--- config.mk ---
export PLATFORM = sky130hd
export DESIGN_NAME = div_sequencer
export DESIGN_NICKNAME = d
export VERILOG_FILES = /design/src/rtl/div_sequencer.sv
export SDC_FILE = /design/constraint.sdc
export NUM_CORES = 1
export LEC_CHECK = 0
export ABC_CLOCK_PERIOD_IN_PS = 8950
export CAP_MARGIN = 20
export CORE_MARGIN = 2
export CORE_UTILIZATION = 30
export CTS_BUF_LIST = sky130_fd_sc_hd__clkbuf_4 sky130_fd_sc_hd__clkbuf_8 sky130_fd_sc_hd__clkbuf_16
export CTS_CLUSTER_DIAMETER = 60
export CTS_CLUSTER_SIZE = 16
export DETAILED_ROUTE_END_ITERATION = 8
export GPL_TIMING_DRIVEN = 0
export SYNTH_ARGS = -nofsm -noshare
export SYNTH_HDL_FRONTEND = slang
export SYNTH_SLANG_ARGS = --single-unit
export TNS_END_PERCENT = 100
--- constraint.sdc ---
create_clock -name clk -period 8.95 [get_ports clk]
set_clock_uncertainty 0.05 [all_clocks]
set_input_delay 0.895 -clock clk [delete_from_list [all_inputs] [get_ports clk]]
set_output_delay 0.895 -clock clk [all_outputs]
set_load 0.1 [all_outputs]
--- src/rtl/div_sequencer.sv ---
// Iterative radix-2 restoring divider with sequencer for DIV/DIVU (quotient -> LO, remainder -> HI).
// Optional DIV_EARLY_OUT_EN: skip the iterations when |dividend| < |divisor|.
module div_sequencer #(
    parameter int unsigned WIDTH = 32
) (
    input  logic             clk,
    input  logic             reset,
    input  logic             start,
    input  logic             is_signed,
    input  logic [WIDTH-1:0] dividend,
    input  logic [WIDTH-1:0] divisor,
    input  logic             abort,
    output logic             busy,
    output logic             done,
    output logic [WIDTH-1:0] quotient,
    output logic [WIDTH-1:0] remainder,
    output logic             div_zero
);

    localparam int unsigned CNT_W = $clog2(WIDTH) + 1;

    typedef enum logic [2:0] {
        IDLE = 3'd0,
        PREP = 3'd1,
        ITER = 3'd2,
        FIX  = 3'd3,
        DONE = 3'd4
    } state_e;

    state_e             state_q, state_d;
    logic [CNT_W-1:0]   cnt_q, cnt_d;
    logic [WIDTH-1:0]   dd_q, dd_d;
    logic [WIDTH-1:0]   dv_q, dv_d;
    logic               sgn_q, sgn_d;
    logic [WIDTH-1:0]   rem_q, rem_d;
    logic [WIDTH-1:0]   quo_q, quo_d;
    logic [WIDTH-1:0]   dvm_q, dvm_d;
    logic               qneg_q, qneg_d;
    logic               rneg_q, rneg_d;
    logic [WIDTH-1:0]   quotient_q, quotient_d;
    logic [WIDTH-1:0]   remainder_q, remainder_d;
    logic               div_zero_q, div_zero_d;
    logic               busy_q, busy_d;
    logic               done_q, done_d;

    logic [WIDTH-1:0]   dd_mag, dv_mag;
    logic [WIDTH:0]     rem_sh, trial;

    // Operand magnitudes and the trial subtraction of one restoring step
    assign dd_mag = (sgn_q && dd_q[WIDTH-1]) ? -dd_q : dd_q;
    assign dv_mag = (sgn_q && dv_q[WIDTH-1]) ? -dv_q : dv_q;
    assign rem_sh = {rem_q, quo_q[WIDTH-1]};
    assign trial  = rem_sh - {1'b0, dvm_q};

    always_ff @(posedge clk) begin
        if (reset) begin
            state_q     <= IDLE;
            cnt_q       <= '0;
            dd_q        <= '0;
            dv_q        <= '0;
            sgn_q       <= 1'b0;
            rem_q       <= '0;
            quo_q       <= '0;
            dvm_q       <= '0;
            qneg_q      <= 1'b0;
            rneg_q      <= 1'b0;
            quotient_q  <= '0;
            remainder_q <= '0;
            div_zero_q  <= 1'b0;
            busy_q      <= 1'b0;
            done_q      <= 1'b0;
        end else begin
            state_q     <= state_d;
            cnt_q       <= cnt_d;
            dd_q        <= dd_d;
            dv_q        <= dv_d;
            sgn_q       <= sgn_d;
            rem_q       <= rem_d;
            quo_q       <= quo_d;
            dvm_q       <= dvm_d;
            qneg_q      <= qneg_d;
            rneg_q      <= rneg_d;
            quotient_q  <= quotient_d;
            remainder_q <= remainder_d;
            div_zero_q  <= div_zero_d;
            busy_q      <= busy_d;
            done_q      <= done_d;
        end
    end

    always_comb begin
        state_d     = state_q;
        cnt_d       = cnt_q;
        dd_d        = dd_q;
        dv_d        = dv_q;
        sgn_d       = sgn_q;
        rem_d       = rem_q;
        quo_d       = quo_q;
        dvm_d       = dvm_q;
        qneg_d      = qneg_q;
        rneg_d      = rneg_q;
        quotient_d  = quotient_q;
        remainder_d = remainder_q;
        div_zero_d  = div_zero_q;

        case (state_q)
            IDLE: begin
                if (start) begin
                    dd_d       = dividend;
                    dv_d       = divisor;
                    sgn_d      = is_signed;
                    div_zero_d = 1'b0;
                    state_d    = PREP;
                end
            end
            PREP: begin
                rem_d  = '0;
                quo_d  = dd_mag;
                dvm_d  = dv_mag;
                qneg_d = sgn_q & (dd_q[WIDTH-1] ^ dv_q[WIDTH-1]);
                rneg_d = sgn_q & dd_q[WIDTH-1];
                cnt_d  = '0;
                if (dv_q == '0) begin
                    quotient_d  = '1;
                    remainder_d = dd_q;
                    div_zero_d  = 1'b1;
                    state_d     = DONE;
                end
`ifdef DIV_EARLY_OUT_EN
                else if (dd_mag < dv_mag) begin
                    quo_d   = '0;
                    rem_d   = dd_mag;
                    state_d = FIX;
                end
`endif
                else begin
                    state_d = ITER;
                end
            end
            ITER: begin
                if (!trial[WIDTH]) begin
                    rem_d = trial[WIDTH-1:0];
                    quo_d = {quo_q[WIDTH-2:0], 1'b1};
                end else begin
                    rem_d = rem_sh[WIDTH-1:0];
                    quo_d = {quo_q[WIDTH-2:0], 1'b0};
                end
                cnt_d = cnt_q + CNT_W'(1);
                if (cnt_q == CNT_W'(WIDTH - 1)) begin
                    state_d = FIX;
                end
            end
            FIX: begin
                quotient_d  = qneg_q ? -quo_q : quo_q;
                remainder_d = rneg_q ? -rem_q : rem_q;
                state_d     = DONE;
            end
            DONE: begin
                state_d = IDLE;
            end
            default: begin
                state_d = IDLE;
            end
        endcase

        // Abort cancels any in-flight op and discards pending output updates
        if (abort && (state_q != IDLE)) begin
            state_d     = IDLE;
            quotient_d  = quotient_q;
            remainder_d = remainder_q;
            div_zero_d  = div_zero_q;
        end

        busy_d = (state_d != IDLE);
        done_d = (state_d == DONE);
    end

    assign busy      = busy_q;
    assign done      = done_q;
    assign quotient  = quotient_q;
    assign remainder = remainder_q;
    assign div_zero  = div_zero_q;

endmodule

==> metrics.md <==
| Metric | Value |
|---|---|
| # rows | 76 |
| Final worst path period share | 0.440 |
| Diode count | 0 |
| Slew Limit Headroom | 0.301 |
| Post-route ant nets | 0 |
| FF+latch count, synth | 239 |
| Detailed Place HPWL | 34,600 um |
| Die Span Y | 214 um |
| Post-synthesis sequential area ratio | 0.361 |
| Crit Path Class | flop to flop |
| Worst Setup End Kind | flop |
| Drt first pass iters | 5 |
| Reg-to-Reg Start | quo_q[31] |
| HP Start | remainder[6] |
| Share of post-route cells with drive strength above 1 | 0.0426 |
| Sum Neg Setup Slack | 0 ns |
| Clock buffers created by TritonCTS | 28 |
| CTS Root Cell | clkbuf_16 |
| Initial antenna violation count | 0 |
| Flop-to-flop setup slack | 5.01 ns |
| Via count | 12,900 |
| Yosys warns | 0 |
| Port bufs | 134 |
| Drt via density | 5.23 |
| Mapped Nets | 1,801 |
| Outcome | completed |
| Largest net degree at the start of global routing | 17 |
| Worst Setup SP | quo_q[31] |
| Drt drc | 0 |
| Leakage power | 0.00571 uW |
| First-pass GRT wire length | 68,800 um |
| Post-synth EDFFs | 0 |
| Routability cong. | 0.895 |
| IO Count | 136 |
| Core ar. | 43,400 sq um |
| FFs w/ async S/R, synth | 0 |
| Max Buffers Root-to-Sink | 3 |
| Total global routing overflow | 0 |
| Fmax | 254 MHz |
| Routed wire length | 44,200 um |
| Worst-skew pair later-pin latency | 0.57 ns |
| Required @ worst endpoint | 9.39 ns |
| Die area | 45,800 sq um |
| Crit-path max FO | 10 |
| Worst min path class | flop to flop |
| Total Routing Usage GR | 0.187 |
| Setup repair after global routing missed its margin | false |
| Initial DRC count | 865 |
| Pre-CTS setup slack | 5.10 ns |
| Slew Viols, Final | 0 |
| CTS resizes | 0 |
| # setup viols final | 0 |
| Worst r2r dst | rem_q[27] |
| Commonest non-fill, non-tap cells in the layout | nand2_1 (301), dfxtp_1 (239), a21oi_1 (195), clkdlybuf4s50_1 (134), nor2_1 (130) |
| Avg Synthesized Cell Area | 7.81 sq um |
| Tmin final | 3.94 ns |
| Hold buffer count at CTS | 0 |
| Setup ws final | 5.01 ns |
| CTS sink cnt | 239 |
| Most used DFF post-synth | dfxtp_1 |
| Peak supply drop | 164 uV |
| Number of global-route vias before repair | 12,100 |
| Synthesized cell area | 13,200 sq um |
| P&R area growth vs syn | 23.1% |
| Yosys cell types | 60 |
| Initial core utilization | 0.305 |
| Die W | 214 um |
| Final hold violation count | 0 |
| Synth Instances | 1,694 |
| Worst-Margin Slew | 1.03 ns |
| MaxCap Viol Count | 0 |
| Worst Setup EP | rem_q[27] |
| Number of H-tree levels | 1 |
| PD cells | 194 nW/um^2 |
| Per-cell routed wire length | 17.9 um |
| FF-to-FF path depth | 13 |
| Post-CTS setup buffers | 0 |
| Most common cell after layout, fill and taps aside | nand2_1 |
| CTS tree | done |
| Critical Path AT | 4.38 ns |
| Nets | 1,965 |
| CP Launch Type | flop |
| Clk slew on worst S/H paths | 0.07 ns |
-- report_power, final --
part	switching, uW	leakage (uW)	internal, uW
sequential	67.1	0.00194	1110
clock	523	0.000469	678
combinational	474	0.00330	303
total	1060	0.00571	2090
-- cell type report --
class                           count  area (sq um)
Clock inverter                     20           243
Tap cell                          585           732
Multi-Input combinational cell   1287          7790
Inverter                           51           191
Timing Repair Buffer              134          1340
Sequential cell                   239          4780
Buffer                            117           468
Fill cell                        4543         27100
Clock buffer                       30           739
-- how the worst min path moves through the flow --
stage / endpoint / slack (ns) / cells after the start
after floorplan: dvm_q[29] / 0.38 / 2
after global placement: dvm_q[29] / 0.39 / 2
after detailed placement: remainder[6] / 0.40 / 2
after CTS: remainder[6] / 0.41 / 2
after global routing: remainder[3] / 0.43 / 2
final: remainder[6] / 0.41 / 2
-- layer usage --
| metal | GRT usage | wire length [um] | vias to the layer above | share of wire |
|---|---|---|---|---|
| met1 | 0.265 | 21200 | 6103 | 0.48 |
| met5 | 0 | 0 | - | 0 |
| li1 | - | - | 6339 | - |
| met3 | 0.0302 | 2710 | 60 | 0.061 |
| met4 | 0.0530 | 1160 | 0 | 0.026 |
| met2 | 0.291 | 19100 | 385 | 0.43 |
-- registers in the layout, indices dropped and copies added (netlist names) --
signal,flops
busy,1
sgn_q,1
quotient,32
div_zero,1
dd_q,32
quo_q,32
rneg_q,1
rem_q,32
state_q,3
remainder,32
done,1
dvm_q,32
dv_q,32
qneg_q,1
cnt_q,6
-- worst max-delay path: stages, from the launching register on --
cell and delay (ns):
dfxtp_1 0.35, inv_1 0.13, ha_1 0.26, fa_1 0.43, nor2b_1 0.20, o211ai_1 0.14, a21boi_0 0.28, nor2_1 0.13
o21a_1 0.27, o21a_1 0.25, o311ai_4 0.57, buf_2 0.41, nand2_1 0.17, o21ai_0 0.22
-- synthesized netlist by cell type (14+ instances only) --
cell type  count  area, sq um
o41ai_1       17          149
ha_1          37          463
a311oi_1      38          333
nand2_1      301         1130
inv_1         51          191
xnor2_1       58          508
o211ai_1      22          165
a211oi_1      37          278
mux2i_1       29          290
a21o_1        15          113
nor3_1        19         95.1
xor2_1        87          762
nor2_1       130          488
a22oi_1       32          240
clkbuf_1      96          360
dfxtp_1      239         4780
nor4_1        15         93.8
nand3_1       20          100
a21oi_1      195          976
o21ai_0       79          395
or4_1         14          105
o31ai_1       28          210
-- logic make-up after synthesis --
group	Yosys count	share of synthesized area
DFF	239	0.361
and+or+nand+nor	565	0.187
muxes	29	0.0219
AOI/OAI and AO/OA	510	0.247
xor gates and xnor gates	145	0.0959
adders and majority gates	38	0.0365
buffers and inverters	168	0.0498
-- metrics by stage --
| step | power [uW] | utilization | hold slack, ns | instances | cell area (sq um) |
|---|---|---|---|---|---|
| after floorplan | 1750 | - | 0.382 | 1694 | 13200 |
| after global placement | 1960 | 0.353 | 0.392 | 2413 | 15300 |
| after detailed placement | 1970 | 0.353 | 0.402 | 2413 | 15300 |
| after CTS | 3180 | 0.376 | 0.411 | 2463 | 16300 |
| after global routing | 3310 | 0.376 | 0.430 | 2463 | 16300 |
| final | 3160 | 0.376 | 0.408 | 2463 | 16300 |
Note: power is estimated with default switching activity, not from simulation.
